--- src/rtl/matrix_pkg.sv ---
// matrix_pkg: shared constants, slot packing helpers and FSM states for the matrix units.
package matrix_pkg;
   localparam int MAX_DIM = 5;
   localparam int ELEM_W = 8;
   localparam int MAT_W = MAX_DIM * MAX_DIM * ELEM_W;
   typedef enum logic [1:0] {IDLE, LOAD, DONE, ERR} state_t;
   function automatic logic [7:0] slot_off(input logic [2:0] r, input logic [2:0] c);
      return 8'((32'(r) * MAX_DIM + 32'(c)) * ELEM_W);
   endfunction
   function automatic logic dims_ok(input logic [2:0] m, input logic [2:0] n);
      return m != 3'd0 && m <= 3'(MAX_DIM) && n != 3'd0 && n <= 3'(MAX_DIM);
   endfunction
endpackage

--- src/rtl/matrix_stream_loader_if.sv ---
// matrix_stream_loader_if: shape request, element stream and packed matrix result.
interface matrix_stream_loader_if;
   import matrix_pkg::*;
   logic start;
   logic [2:0] dim_m;
   logic [2:0] dim_n;
   logic in_valid;
   logic [ELEM_W-1:0] in_data;
   logic in_ready;
   logic [MAT_W-1:0] matrix_out;
   logic [2:0] out_m;
   logic [2:0] out_n;
   logic busy;
   logic done;
   logic err;
   modport master (
      output start, dim_m, dim_n, in_valid, in_data,
      input in_ready, matrix_out, out_m, out_n, busy, done, err
   );
   modport slave (
      input start, dim_m, dim_n, in_valid, in_data,
      output in_ready, matrix_out, out_m, out_n, busy, done, err
   );
endinterface

--- src/rtl/matrix_index_counter.sv ---
// matrix_index_counter: row-major row/col walker with a flag on the last element of the shape.
module matrix_index_counter (
   input logic clk,
   input logic reset,
   input logic clr,
   input logic en,
   input logic [2:0] dim_m,
   input logic [2:0] dim_n,
   output logic [2:0] row,
   output logic [2:0] col,
   output logic last
);
   logic wrap;
   assign wrap = col == dim_n - 3'd1;
   assign last = wrap && row == dim_m - 3'd1;
   always_ff @(posedge clk or negedge reset)
      if (!reset) begin
         row <= 3'd0;
         col <= 3'd0;
      end else if (clr) begin
         row <= 3'd0;
         col <= 3'd0;
      end else if (en) begin
         col <= wrap ? 3'd0 : col + 3'd1;
         row <= wrap ? row + 3'd1 : row;
      end
endmodule

--- src/rtl/matrix_stream_loader.sv ---
// matrix_stream_loader: collects a serial element stream into the packed 5x5 matrix word.
module matrix_stream_loader
   import matrix_pkg::*;
(
   input logic clk,
   input logic reset,
   matrix_stream_loader_if.slave bus
);
   state_t state;
   logic [2:0] row, col;
   logic last, go, ok, beat;
   assign go = (state == IDLE || state == ERR) && bus.start;
   assign ok = dims_ok(bus.dim_m, bus.dim_n);
   assign beat = state == LOAD && bus.in_valid && bus.in_ready;
   matrix_index_counter u_idx (
      .clk(clk),
      .reset(reset),
      .clr(go && ok),
      .en(beat),
      .dim_m(bus.out_m),
      .dim_n(bus.out_n),
      .row(row),
      .col(col),
      .last(last)
   );
   always_ff @(posedge clk or negedge reset)
      if (!reset) begin
         state <= IDLE;
         bus.matrix_out <= '0;
         bus.out_m <= 3'd0;
         bus.out_n <= 3'd0;
         bus.in_ready <= 1'b0;
         bus.busy <= 1'b0;
         bus.done <= 1'b0;
         bus.err <= 1'b0;
      end else begin
         case (state)
            IDLE, ERR:
               if (go && ok) begin
                  state <= LOAD;
                  bus.matrix_out <= '0;
                  bus.out_m <= bus.dim_m;
                  bus.out_n <= bus.dim_n;
                  bus.err <= 1'b0;
                  bus.in_ready <= 1'b1;
                  bus.busy <= 1'b1;
               end else if (go) begin
                  state <= ERR;
                  bus.err <= 1'b1;
               end
            LOAD:
               if (beat) begin
                  bus.matrix_out[slot_off(row, col) +: ELEM_W] <= bus.in_data;
                  if (last) begin
                     state <= DONE;
                     bus.in_ready <= 1'b0;
                     bus.busy <= 1'b0;
                     bus.done <= 1'b1;
                  end
               end
            DONE: begin
               state <= IDLE;
               bus.done <= 1'b0;
            end
            default: state <= IDLE;
         endcase
      end
endmodule

--- src/flat_wrapper.sv ---
// flat-port wrapper written by rule: the top's interface ports become plain ports
module matrix_stream_loader_flat import matrix_pkg::*;
  (clk, reset, bus_start, bus_dim_m, bus_dim_n, bus_in_valid, bus_in_data, bus_in_ready, bus_matrix_out, bus_out_m, bus_out_n, bus_busy, bus_done, bus_err);
  matrix_stream_loader_if bus_i ();
  input logic clk;
  input logic reset;
  input wire logic [$bits(bus_i.start)-1:0] bus_start;
  input wire logic [$bits(bus_i.dim_m)-1:0] bus_dim_m;
  input wire logic [$bits(bus_i.dim_n)-1:0] bus_dim_n;
  input wire logic [$bits(bus_i.in_valid)-1:0] bus_in_valid;
  input wire logic [$bits(bus_i.in_data)-1:0] bus_in_data;
  output wire logic [$bits(bus_i.in_ready)-1:0] bus_in_ready;
  output wire logic [$bits(bus_i.matrix_out)-1:0] bus_matrix_out;
  output wire logic [$bits(bus_i.out_m)-1:0] bus_out_m;
  output wire logic [$bits(bus_i.out_n)-1:0] bus_out_n;
  output wire logic [$bits(bus_i.busy)-1:0] bus_busy;
  output wire logic [$bits(bus_i.done)-1:0] bus_done;
  output wire logic [$bits(bus_i.err)-1:0] bus_err;
  assign bus_i.start = bus_start;
  assign bus_i.dim_m = bus_dim_m;
  assign bus_i.dim_n = bus_dim_n;
  assign bus_i.in_valid = bus_in_valid;
  assign bus_i.in_data = bus_in_data;
  assign bus_in_ready = bus_i.in_ready;
  assign bus_matrix_out = bus_i.matrix_out;
  assign bus_out_m = bus_i.out_m;
  assign bus_out_n = bus_i.out_n;
  assign bus_busy = bus_i.busy;
  assign bus_done = bus_i.done;
  assign bus_err = bus_i.err;
  matrix_stream_loader u_core (.clk(clk), .reset(reset), .bus(bus_i));
endmodule
--- config.mk ---
export PLATFORM = sky130hd
export DESIGN_NAME = matrix_stream_loader_flat
export DESIGN_NICKNAME = d
export VERILOG_FILES = /design/src/rtl/matrix_pkg.sv /design/src/rtl/matrix_stream_loader_if.sv /design/src/rtl/matrix_index_counter.sv /design/src/rtl/matrix_stream_loader.sv /design/src/flat_wrapper.sv
export SDC_FILE = /design/constraint.sdc
export NUM_CORES = 1
export LEC_CHECK = 0
export ABC_AREA = 1
export BUFFER_PORTS_ARGS = -buffer_cell sky130_fd_sc_hd__buf_2
export CORE_MARGIN = 10
export CORE_UTILIZATION = 40
export DETAILED_ROUTE_END_ITERATION = 6
export PLACE_DENSITY = 0.75
export SLEW_MARGIN = 15
export SYNTH_ARGS = -nofsm -noshare
export SYNTH_HDL_FRONTEND = slang
export SYNTH_SLANG_ARGS = --single-unit
--- constraint.sdc ---
create_clock -name clk -period 6.6 [get_ports clk]
set_clock_uncertainty 0.1 [all_clocks]
set_input_delay 1.32 -clock clk [delete_from_list [all_inputs] [get_ports clk]]
set_output_delay 1.32 -clock clk [all_outputs]
set_load 0.02 [all_outputs]
==> Yosys cells after proc, flatten, opt, wreduce, memory -nomap -nowiden <==
Cells that the tools add are included.
{ "op_classes": {"mux": 24, "n_reduce_logical": 25, "shift": 2, "mul": 1, "add_sub_neg": 6, "eq_ne": 9, "order_cmp": 2} }
{ "ops": {"columns": ["cell", "count"], "rows": [
  ["$mux 200", 2],
  ["$pmux 200 s2", 1],
  ["$bwmux 200", 1],
  ["$shift 8x10->200 const A", 1],
  ["$shiftx 8x10->200", 1],
  ["$mux 3", 6],
  ["$neg 8->10", 1],
  ["$reduce_bool 2->1", 5],
  ["$reduce_and 3->1", 3],
  ["$logic_and 1x1->1", 8],
  ["$mux 2", 4],
  ["$mux 1", 7],
  ["$add 3x1->3 const B", 2],
  ["$eq 3x3->1", 2],
  ["$le 3x3->1 const B", 2],
  ["$pmux 2 s3", 1],
  ["$reduce_and 2->1", 3],
  ["$reduce_bool 3->1", 2],
  ["$sub 3x1->3 const B", 2],
  ["$add 5x3->5", 1],
  ["$mul 3x3->5 const B", 1],
  ["$eq 2x2->1 const B", 2],
  ["$ne 2x1->1 const B", 2],
  ["$pmux 1 s2", 2],
  ["7 further kinds", 7]
]} }
{ "word_totals": {"inputBits": 18, "wordCells": 78, "output_inout_bits": 210, "reg_bits": 217} }

==> Longest topological paths before layout <==
Gate-level depths: netlist of the first run.
{ "logic_depth": {"depth_word": 7, "depth_mapped": 17, "depth_no_buf": 17} }

==> Hierarchy <==
A second synthesis of the first run with hierarchy kept.
{ "unflattened": {"hier_cells": 1148, "area_unflattened_um2": 10089.7} }
{ "modules_own_cells": {"columns": ["mod", "cells_each", "area_each_um2", "seq_area_each_um2", "instances"], "rows": [
  ["matrix_stream_loader", 1083, 9593.0, 5280.1, 1],
  ["matrix_index_counter", 65, 496.7, 150.1, 1]
]} }

==> Least setup slack after synthesis of the first run <==
No wires, ideal clock.
{ "synth_path": {"kind": "reg-to-reg", "from": "register u_core.u_idx.row[0]", "to": "register u_core.bus.matrix_out[144]", "slack_ps": 3693, "setup_time_ps": 117, "t_arrival_ps": 2690, "synth_period_minus_slack_ps": 2907, "n_path_buf": 1, "required_ps": 6383, "path_stages_with_launch": 15, "path_cell_list": "dfrtp_1 > ha_1 > ha_1 > fa_1 > nor2_2 > inv_1 > nor2_1 > nand3_2 > nand2_2 > buf_4 > nand3_1 > nand2_1 > nand2_1 > nand2_1 > nand2_1"} }
{ "synth_between": {"elab_chain_len": 7, "word_cells_on_any_way": 8, "cone_classes": "add/sub: 2; mul: 1; shift: 2; mux: 3"} }
{ "synth_lines": {"columns": ["item", "line", "rtl"], "rows": [
  ["start: declaration", "matrix_index_counter.sv:9", "output logic [2:0] row,"],
  ["start signal: assignment", "matrix_index_counter.sv:25", "row <= wrap ? row + 3'd1 : row;"],
  ["$mul 3x3->5 *", "matrix_pkg.sv:8", "return 8'((32'(r) * MAX_DIM + 32'(c)) * ELEM_W);"],
  ["$add 5x3->5 *", "matrix_pkg.sv:8", null],
  ["$neg 8->10 *", "matrix_stream_loader.sv:53", "bus.matrix_out[slot_off(row, col) +: ELEM_W] <= bus.in_data;"],
  ["$shiftx 8x10->200 / $shift 8x10->200 (equally long branches)", "matrix_stream_loader.sv:53", null],
  ["$bwmux 200 *", "matrix_stream_loader.sv:53", null],
  ["$mux 200 *", "matrix_stream_loader.sv:52", "if (beat) begin"],
  ["$pmux 200 s2 *", "matrix_stream_loader.sv:37", "case (state)"],
  ["end signal: indexed assignment", "matrix_stream_loader.sv:53", null],
  ["end: declaration", "matrix_stream_loader_if.sv:22", "output in_ready, matrix_out, out_m, out_n, busy, done, err"]
]} }
Every way passes the cells marked *; elsewhere a longest branch is shown, timed or not. The select of a mux whose other input is x is not followed.
A chain may end at the register's enable or synchronous reset.

==> Worst setup path after layout of the first run <==
{ "layout_path": {"from": "register u_core.u_idx.row[0]", "to": "register u_core.bus.matrix_out[155]"} }
The elaborated chain is that of the path after synthesis.

==> key figures, run 1 <==
STA
  • Ratio of final minimum period to clock period: between 50% and 60%
  • Slew margin rel.: about two fifths
  • Setup ws final: approximately 2700 ps
  • Endpoints failing hold: 0
  • Setup TNS: 0 ps
  • Hold WS: 365 ps
  • Fin crit period: around 3900 ps
  • Worst-margin pin slew: 917 ps
  • Fmax achieved: 257 MHz
  • Max-slew violation count: 0
  • RSZ-0062 raised after global routing: no
  • Endpoints failing setup: 0

Floorplan
  • Initial Utilization: 40.6%
  • IO Count: around 230
  • Num rows: 56
  • Die height: roughly 170 um
  • Core outline area: between 20,000 and 25,000 um^2
  • Die width: around 170 um
  • Die ar.: 30,300 um^2

Critical path
  • Startpoint Class: flip-flop
  • Worst setup path category: reg2reg
  • Critical Path Fanout Max: 11
  • Critical path capture point type: flip-flop
  • Data required time of the worst path: roughly 6900 ps
  • Worst EP arrival: ~4200 ps

Routing
  • Wire length per cell: about 18 um
  • Post-route ant nets: 0
  • Pre-Repair DR Iteration Count: 5
  • Routed WL: a little over 30,000 um
  • DR vias: about 8.5k
  • Final routed DRC violation total: 0
  • 1st-iter DRT viols: 580
  • Via density: 4.92

Placed design
  • # port buffers: roughly 230
  • Placed insts: about 1.7k
  • Routability cong.: between 0.9 and 1
  • Post-place setup slack: 2530 ps
  • Post-DP HPWL: about 23,000 um

Clock network
  • Htree depth: 1
  • Clock transition at path regs: roughly 60 ps
  • TritonCTS Buffers: 24
  • Max clock buf depth: 3
  • CTS Hold Buffers Added: 0
  • Post_cts resized: 0
  • Post-CTS setup buffers: 0
  • Root buf cell: clkbuf_16
  • CTS tree: built
  • Clk sinks: 217
  • Worst-Skew Late Latency: roughly 520 ps

Logic synthesis
  • Synthesized area: 9500 um^2
  • YS warnings: 0
  • Yosys cell types: 35
  • Mapped Nets: approximately 1.2k
  • Synthesized area per cell: ~8.3 um^2
  • Flop and latch count out of synthesis: 217
  • Post-synthesis instance total: ~1.1k
  • Post-synthesis sequential area ratio: a little under three fifths

Cells and area
  • NumNets Final: 1,415
  • Fillcell total: ~2.2k
  • Fraction of layout cells with a size suffix above 1: between 20% and 30%
  • Final Non-Filler Cells: 1,719
  • Syn-to-layout area delta: 24.3%

GRT
  • Total global routing overflow: 0
  • Total GRT Usage: around 20%
  • First-pass GRT wire length: between 40,000 and 50,000 um
  • Initial antenna violation count: 2
  • Vias in the first global route: about 8.5k
  • Largest net degree at the start of global routing: 111

Worst hold path
  • Worst min path class: reg2reg

Pwr
  • P_leak: 6.78 nW
  • PwrDens: 437 nW/um^2
  • VDD IR max: roughly 0.00036 V

Flow run
  • Max cap viols: 0

Status
  • Outcome: finished, final reports clean
-- area by class of cell --
cell class	instances	area, um^2	share of cell area (%)
Sequential cell	217	5430	46.0
Multi-Input combinational cell	808	3590	30.4
Timing Repair Buffer	230	1180	9.99
Clock buffer	31	678	5.74
Tap cell	319	399	3.38
Inverter	100	375	3.18
Clock inverter	13	156	1.32
Antenna cell	1	2.50	0.0212
-- cells in the final DEF, fill, tap and decap left out, types with 3 or more instances in the layout --
master     count
a21oi_1        3
nand3_1       55
o21ai_2        4
xor2_1         4
o31ai_1        4
ha_1          15
nor2_1        59
o22ai_1        8
bufinv_16      3
inv_1         86
nand2_2       15
buf_2        226
clkbuf_8       4
inv_2          5
nand2_1      531
dfrtp_1      217
clkinv_2       6
clkinv_1       9
o21ai_0       64
clkbuf_1       3
nor3_1         7
nor2_2         7
clkbuf_16     25
nand4_1        3
o21ai_1       12
-- where the power goes --
group	switching, mW	internal, mW
Clock	0.547	0.847
Sequential	0.0910	1.44
Combinational	1.73	0.503
Total	2.37	2.79
-- per-stage QoR --
stage / power, mW / area [um^2] / utilization (%)
2_1_floorplan: 3.16 / 9500 / -
3_3_place_gp: 3.72 / 11000 / 46.9
3_5_place_dp: 3.75 / 11000 / 46.9
4_1_cts: 5.16 / 11800 / 50.5
5_1_grt: 5.50 / 11800 / 50.5
6_report: 5.16 / 11800 / 50.5
-- critical path, cell delays in order, from the launching register on --
cell and delay [ps]:
dfrtp_1 460, ha_1 340, ha_1 320, fa_1 550
nor2_1 60, nand2_1 70, nor2_1 60, inv_1 50
nand2_1 260, inv_1 490, nand2_1 290, nor2_2 330
o21ai_2 180, nand2_1 120, o21ai_0 90
-- synth_stat cells --
| master | n | area share [%] |
|---|---|---|
| a21oi_1 | 3 | 0.16 |
| a21oi_2 | 3 | 0.28 |
| a21oi_4 | 1 | 0.17 |
| buf_1 | 1 | 0.039 |
| buf_2 | 6 | 0.32 |
| buf_4 | 8 | 0.63 |
| buf_6 | 1 | 0.12 |
| clkbuf_1 | 2 | 0.079 |
| clkinv_1 | 9 | 0.36 |
| dfrtp_1 | 217 | 57 |
| fa_1 | 1 | 0.21 |
| ha_1 | 15 | 2.0 |
| inv_1 | 86 | 3.4 |
| inv_2 | 5 | 0.20 |
| nand2_1 | 531 | 21 |
| nand2_2 | 15 | 0.99 |
| nand3_1 | 55 | 2.9 |
| nand3_2 | 2 | 0.21 |
| nand3b_1 | 2 | 0.16 |
| nand4_1 | 3 | 0.20 |
| nor2_1 | 59 | 2.3 |
| nor2_2 | 7 | 0.46 |
| nor2_4 | 2 | 0.24 |
| nor3_1 | 7 | 0.37 |
| nor4_1 | 1 | 0.066 |
| nor4_2 | 1 | 0.13 |
| o21a_1 | 1 | 0.079 |
| o21ai_0 | 64 | 3.4 |
| o21ai_1 | 12 | 0.63 |
| o21ai_2 | 4 | 0.37 |
| o22ai_1 | 8 | 0.53 |
| o31ai_1 | 4 | 0.32 |
| or2_2 | 1 | 0.066 |
| xnor2_1 | 2 | 0.18 |
| xor2_1 | 4 | 0.37 |
-- kinds of logic (layout without fill, tap and decap cells) --
group / count (synthesis) / after routing / share of synthesized area [%]
AND/OR/NAND/NOR: 686 / 686 / 29.1
flip-flops: 217 / 217 / 57.1
other: 0 / 1 / 0
buffers and inverters: 118 / 374 / 5.13
XOR/XNOR: 6 / 6 / 0.553
AO/OA/AOI/OAI: 100 / 100 / 5.90
adder cells (fa/ha/maj): 16 / 16 / 2.19
-- per-layer routing --
layer / share of wire [%] / GRT usage, %
met5: 0.039 / 0
met4: 4.1 / 8.55
met3: 7.5 / 4.14
met2: 46 / 31.3
met1: 43 / 25.2
-- sequential cells by signal, indices dropped and copies added, names as in the netlist --
register               flops
u_core.bus.done            1
u_core.bus.err             1
u_core.bus.matrix_out    200
u_core.bus.in_ready        1
u_core.u_idx.col           3
u_core.u_idx.row           3
u_core.state               2
u_core.bus.out_n           3
u_core.bus.out_m           3
-- final timing paths --
| check | slack [ps] | depth (start not counted) | start | to |
|---|---|---|---|---|
| setup / recovery | 2710 | 14 | u_core.u_idx.row[0] | u_core.bus.matrix_out[155] |
| hold / removal | 370 | 2 | u_core.bus.matrix_out[42] | u_core.bus.matrix_out[42] |
| setup reg to reg | 2710 | 14 | u_core.u_idx.row[0] | u_core.bus.matrix_out[155] |
| hold reg to reg | 370 | 2 | u_core.bus.matrix_out[42] | u_core.bus.matrix_out[42] |
| max in group asynchronous | 4540 | 2 | reset | u_core.bus.matrix_out[6] |
| min in group asynchronous | 760 | 1 | reset | u_core.bus.matrix_out[84] |
(Power assumes the default switching activity.)
==> run 2, diff against run 1 <==
Clock period 6.6 ns to 4.05 ns, I/O delays scaled along.
==> run 2 against run 1 <==
  * Sequential power is 62% higher
  * Final cell count is 0.23% higher
  * Core utilization is 0.070 points lower
  * Flip-flop and latch count stayed put
  * Total power is 60% higher
  * Sequential share of layout area is 0.063 points higher
  * Die area stayed put
  * Wire length is 1.3% higher
  * Maximum frequency is 9.9% higher
  * Register-to-register slack worse by 2200 ps
  * Largest cell class unchanged
==> key figures, run 2 (synthesized netlist as in run 1, its figures left out) <==
Routing
  • Pre-Repair DR Iteration Count: 5 (unchanged)
  • Routed WL: 30,800 um (+1.3%)
  • Wire length per cell: 17.9 um (+1.1%)
  • Via density: 4.94 (+0.50%)
  • 1st-iter DRT viols: 615 (+6.0%)
  • Post-route ant nets: 0 (unchanged)
  • Final routed DRC violation total: 0 (unchanged)
  • DR vias: 8,516 (+0.73%)

Clock network
  • Clk sinks: 217 (unchanged)
  • CTS Hold Buffers Added: 0 (unchanged)
  • CTS tree: built
  • TritonCTS Buffers: 24 (unchanged)
  • Clock transition at path regs: 60 ps (about the same)
  • Post-CTS setup buffers: 0 (unchanged)
  • Max clock buf depth: 3 (unchanged)
  • Root buf cell: clkbuf_16
  • Htree depth: 1 (unchanged)
  • Worst-Skew Late Latency: 520 ps (about the same)
  • Post_cts resized: 0 (unchanged)

Pwr
  • Switch share: 46.1% (+0.26 points)
  • Clock power share: 25.7% (-1.3 points)
  • Seq pwr share: 30.4% (+0.6 points)
  • Internal power: 4.44 mW (+59%)
  • VDD IR max: 0.000538 V (+51%)
  • PwrDens: 699 nW/um^2 (+60%)
  • Net Sw Power: 3.80 mW (+61%)
  • Comb pwr share: 43.9% (+0.7 points)
  • P_leak: 6.77 nW (-0.12%)

STA
  • Setup TNS: 0 ps (unchanged)
  • RSZ-0062 raised after global routing: no
  • Ratio of final minimum period to clock period: 87.4% (+28 points)
  • Max-slew violation count: 0 (unchanged)
  • Endpoints failing hold: 0 (unchanged)
  • Worst-margin pin slew: 835 ps (-82.1 ps)
  • Fin crit period: 3540 ps (-351 ps)
  • Fmax achieved: 282 MHz (+9.9%)
  • Hold WS: 296 ps (-69.4 ps)
  • Endpoints failing setup: 0 (unchanged)
  • Slew margin rel.: 44.4% (+5.5 points)

Critical path
  • Crit-path cells: ha_1 > ha_1 > fa_1 > nand2_1 > inv_1 > nor2_2 > nor2_1 > inv_1 > nand2_1 > buf_4 > inv_1 > nand2_1 > nor2_2 > o21ai_2 > nand2_1 > o21ai_0
  • Crit-path max cell delay: 440 ps (-110 ps)
  • Critical path capture point type: flip-flop
  • Data required time of the worst path: 4340 ps (-2560 ps)
  • Most frequent cell on the critical path: nand2_1
  • Worst R2R Path Depth: 16 (+2)
  • CP max-delay cell: dfrtp_1
  • Reg2reg setup slack: 510 ps (-2200 ps)
  • Worst setup path category: reg2reg
  • Startpoint Class: flip-flop
  • RR Startpoint: u_core.u_idx.row[0]
  • Critical Path Fanout Max: 11 (unchanged)
  • Worst EP arrival: 3830 ps (-360 ps)
  • FF-to-FF End: u_core.bus.matrix_out[153]

GRT
  • Total GRT Usage: 20.0% (+0.39 points)
  • Total global routing overflow: 0 (unchanged)
  • Vias in the first global route: 8,569 (+0.88%)
  • Initial antenna violation count: 1 (-1)
  • Largest net degree at the start of global routing: 103 (-7.2%)
  • First-pass GRT wire length: 48,800 um (+1.9%)

Floorplan
  • Initial Utilization: 40.6% (unchanged)
  • Die width: 174 um (unchanged)
  • IO Count: 228 (unchanged)
  • Num rows: 56 (unchanged)
  • Core outline area: 23,400 um^2 (unchanged)
  • Die ar.: 30,300 um^2 (unchanged)
  • Die height: 174 um (unchanged)

Cells and area
  • Syn-to-layout area delta: 24.1%
  • Fraction of layout cells with a size suffix above 1: 22.3% (+0.024 points)
  • Max FFs per register: 200 (unchanged)
  • Most flop-heavy register: u_core.bus.matrix_out
  • Commonest cells after routing, fill and taps aside: 531 x nand2_1, 226 x buf_2, 217 x dfrtp_1
  • Final Non-Filler Cells: 1,723 (+0.23%)
  • NumNets Final: 1,420 (+0.35%)
  • Commonest non-fill, non-tap cell in the layout: nand2_1

Flow run
  • Max cap viols: 0 (unchanged)

Placed design
  • # port buffers: 227 (unchanged)
  • Routability cong.: 0.904 (-0.75%)
  • Placed insts: 1,679 (+0.30%)
  • Post-DP HPWL: 22,800 um (+1.5%)

Status
  • Outcome: finished, final reports clean

Worst hold path
  • Worst min path class: in2async
## run 2: cell types whose count changed in the layout (fill, tap and decap cells not counted), sizes merged
cell    delta
diode      +1
buf        +5
clkbuf     +2
bufinv     -2
clkinv     -2
## run 2: cell type report
class,instances,area (um^2)
repair buffers,235,1230
inverters,100,375
fillers,2246,11600
well taps,319,399
clock inverters,9,91.3
diodes,2,5.00
clock buffers,33,674
multi-input cells,808,3590
flip-flops and latches,217,5430
## run 2: how the worst max path moves through the flow
stage | slack (ps) | start | depth (start not counted) | endpoint
2_1_floorplan | 1140 | u_core.u_idx.row[0] | 14 | u_core.bus.matrix_out[168]
3_3_place_gp | 640 | u_core.u_idx.row[0] | 15 | u_core.bus.matrix_out[27]
3_5_place_dp | 560 | u_core.u_idx.row[0] | 16 | u_core.bus.matrix_out[27]
4_1_cts | 540 | u_core.u_idx.row[0] | 16 | u_core.bus.matrix_out[28]
5_1_grt | 210 | u_core.u_idx.row[0] | 16 | u_core.bus.matrix_out[156]
6_report | 510 | u_core.u_idx.row[0] | 16 | u_core.bus.matrix_out[153]
## run 2: routing by layer
| metal | wire [um] | global-route usage [%] | vias to the layer above | share of wire, % |
|---|---|---|---|---|
| met3 | 2110 | 4.05 | 66 | 6.8 |
| met2 | 14300 | 32.7 | 319 | 46 |
| met1 | 13300 | 25.7 | 4068 | 43 |
| met5 | 0 | 0 | - | 0 |
| met4 | 1110 | 7.13 | 0 | 3.6 |
| li1 | - | - | 4063 | - |
## run 2: worst max-delay path, delay by kind of cell, from the launching register on
kind / cells / cell delay [ps]
compound gates: 2 / 250
buf+inv: 4 / 560
fa+ha+maj: 3 / 1030
flops: 1 / 440
simple gates: 7 / 1010
## run 2: through the flow
step | util [%] | worst slack [ps] | cell area (um^2) | total power, mW
final | 50.4 | 510 | 11800 | 8.24
after global routing | 50.4 | 207 | 11800 | 8.80
after CTS | 50.4 | 535 | 11800 | 8.25
after detailed placement | 47.1 | 562 | 11000 | 6.11
after global placement | 47.1 | 637 | 11000 | 6.06
after floorplan | - | 1140 | 9500 | 5.15
## run 2: power by group through the flow
stage          combinational (mW)  clock, mW  sequential (mW)
3_3_place_gp                 3.53          0             2.53
6_report                     3.62       2.12             2.50
4_1_cts                      3.59       2.17             2.50
5_1_grt                      4.03       2.25             2.52
3_5_place_dp                 3.57          0             2.53
2_1_floorplan                2.46          0             2.69
==> run 3, diff against run 2 <==
Settings changed: CORE_ASPECT_RATIO from default to 1.2.
==> run 3 against run 2 <==
  * Combinational power hardly changed
  * Maximum frequency is 5.0% lower
  * Wire length is 2.1% lower
  * Core utilization is 0.18 points higher
  * Final cell count is 0.52% lower
  * First-iteration DRC count is 1.5% lower
  * Clock-buffer cell count is 3 lower
  * Sequential power hardly changed
  * Via count is 0.92% lower
  * Register-to-register slack worse by 190 ps
  * Setup slack worse by 190 ps
  * Clock power hardly changed
  * Largest cell class unchanged
==> key figures, run 3 (synthesized netlist as in run 1, its figures left out) <==
Pwr
  • Total power: 8.27 mW (+0.32%)
  • P_leak: 6.76 nW (-0.13%)
  • Net Sw Power: 3.76 mW (-0.99%)
  • Comb pwr share: 43.7% (-0.2 points)
  • Clock power share: 26.0% (+0.3 points)
  • Internal power: 4.50 mW (+1.4%)
  • VDD IR max: 0.000524 V (-2.6%)
  • PwrDens: 702 nW/um^2 (+0.50%)
  • Switch share: 45.5% (-0.60 points)
  • Seq pwr share: 30.3% (about the same)

Cells and area
  • Syn-to-layout area delta: 23.9%
  • Commonest non-fill, non-tap cell in the layout: nand2_1
  • Design Area, Final: 11,800 um^2 (-0.18%)
  • Final Non-Filler Cells: 1,714 (-0.52%)
  • Fin util: 50.6% (+0.18 points)
  • NumNets Final: 1,417 (-0.21%)
  • Most flop-heavy register: u_core.bus.matrix_out
  • Commonest cells after routing, fill and taps aside: 531 x nand2_1, 226 x buf_2, 217 x dfrtp_1
  • Fraction of layout cells with a size suffix above 1: 22.2% (-0.13 points)
  • Max FFs per register: 200 (unchanged)

GRT
  • Largest net degree at the start of global routing: 100 (-2.9%)
  • Total GRT Usage: 19.3% (-0.67 points)
  • Vias in the first global route: 8,545 (-0.28%)
  • Initial antenna violation count: 5 (+4)
  • First-pass GRT wire length: 47,500 um (-2.7%)
  • Total global routing overflow: 0 (unchanged)

Floorplan
  • Num rows: 61 (+8.9%)
  • Initial Utilization: 40.8% (+0.22 points)
  • IO Count: 228 (unchanged)
  • Die width: 161 um (-7.7%)
  • Die ar.: 30,300 um^2 (about the same)
  • Die height: 189 um (+8.4%)
  • Core outline area: 23,300 um^2 (-0.53%)

Critical path
  • Critical path capture point type: flip-flop
  • Critical Path Fanout Max: 11 (unchanged)
  • Worst EP arrival: 4050 ps (+220 ps)
  • Data required time of the worst path: 4380 ps (+40 ps)
  • Worst setup path category: reg2reg
  • Startpoint Class: flip-flop

Clock network
  • CTS Hold Buffers Added: 0 (unchanged)
  • Clock transition at path regs: 60 ps (about the same)
  • Clk sinks: 217 (unchanged)
  • Root buf cell: clkbuf_16
  • Max clock buf depth: 3 (unchanged)
  • Worst-Skew Late Latency: 510 ps (about the same)
  • Post_cts resized: 0 (unchanged)
  • Htree depth: 1 (unchanged)
  • Post-CTS setup buffers: 0 (unchanged)
  • TritonCTS Buffers: 23 (-4.2%)
  • CTS tree: built

STA
  • Slew margin rel.: 52.7% (+8.3 points)
  • Ratio of final minimum period to clock period: 92.0% (+4.6 points)
  • Worst-margin pin slew: 710 ps (-125 ps)
  • Setup TNS: 0 ps (unchanged)
  • Endpoints failing hold: 0 (unchanged)
  • Max-slew violation count: 0 (unchanged)
  • Fmax achieved: 268 MHz (-5.0%)
  • Endpoints failing setup: 0 (unchanged)
  • Setup ws final: 324 ps (-186 ps)
  • Hold WS: 254 ps (-42.4 ps)
  • Fin crit period: 3730 ps (+186 ps)
  • RSZ-0062 raised after global routing: no

Routing
  • Via density: 4.92 (-0.40%)
  • Pre-Repair DR Iteration Count: 5 (unchanged)
  • DR vias: 8,438 (-0.92%)
  • Final routed DRC violation total: 0 (unchanged)
  • Post-route ant nets: 0 (unchanged)
  • Wire length per cell: 17.6 um (-1.6%)
  • Routed WL: 30,200 um (-2.1%)
  • 1st-iter DRT viols: 606 (-1.5%)

Placed design
  • # port buffers: 227 (unchanged)
  • Routability cong.: 0.921 (+1.8%)
  • Placed inst area: 11,000 um^2 (-0.18%)
  • Post-DP HPWL: 22,500 um (-1.7%)
  • Placed insts: 1,673 (-0.36%)
  • Post-place setup slack: 392 ps (-170 ps)

Worst hold path
  • Worst min path class: in2async

Flow run
  • Max cap viols: 0 (unchanged)

Status
  • Outcome: finished, final reports clean
run 3: critical path, stage by stage, from the launching register on:
cell     delay [ps]
dfrtp_1         460
ha_1            340
ha_1            320
fa_1            490
nor2_1          120
nand2_1          80
nor2_1          140
inv_1            60
nand2_1         310
inv_1           300
nand2_1         310
nor2_2          120
o21ai_2         300
nand2_1         100
o21ai_0          90
run 3: final timing paths:
check                                     startpoint                         end  slack, ps  cells past startpoint
setup / recovery                 u_core.u_idx.row[0]  u_core.bus.matrix_out[153]        320                     14
hold reg to reg            u_core.bus.matrix_out[54]   u_core.bus.matrix_out[54]        370                      2
min in group clk           u_core.bus.matrix_out[54]   u_core.bus.matrix_out[54]        370                      2
setup reg to reg                 u_core.u_idx.row[0]  u_core.bus.matrix_out[153]        320                     14
max in group asynchronous                      reset  u_core.bus.matrix_out[144]       2580                      2
hold / removal                                 reset              u_core.bus.err        250                      1
run 3: area by class of cell:
type,count,area [um^2]
fillers,2169,11500
flip-flops and latches,217,5430
multi-input cells,808,3590
repair buffers,233,1210
clock buffers,30,642
well taps,315,394
inverters,100,375
clock inverters,9,123
diodes,2,5.00
run 3: layer usage:
layer  share of wire, %  global-route usage, %  vias up
li1                   -                      -     4056
met4                3.4                   6.80        6
met3                8.6                   4.91       65
met2                 46                   31.2      345
met1                 42                   24.6     3966
met5               0.17                      0        -
run 3: power by group through the flow:
stage	sequential [mW]	combinational, mW	clock, mW
after floorplan	2.69	2.46	0
after global routing	2.53	3.99	2.28
after detailed placement	2.54	3.56	0
after CTS	2.50	3.58	2.19
final	2.50	3.62	2.15
after global placement	2.53	3.52	0
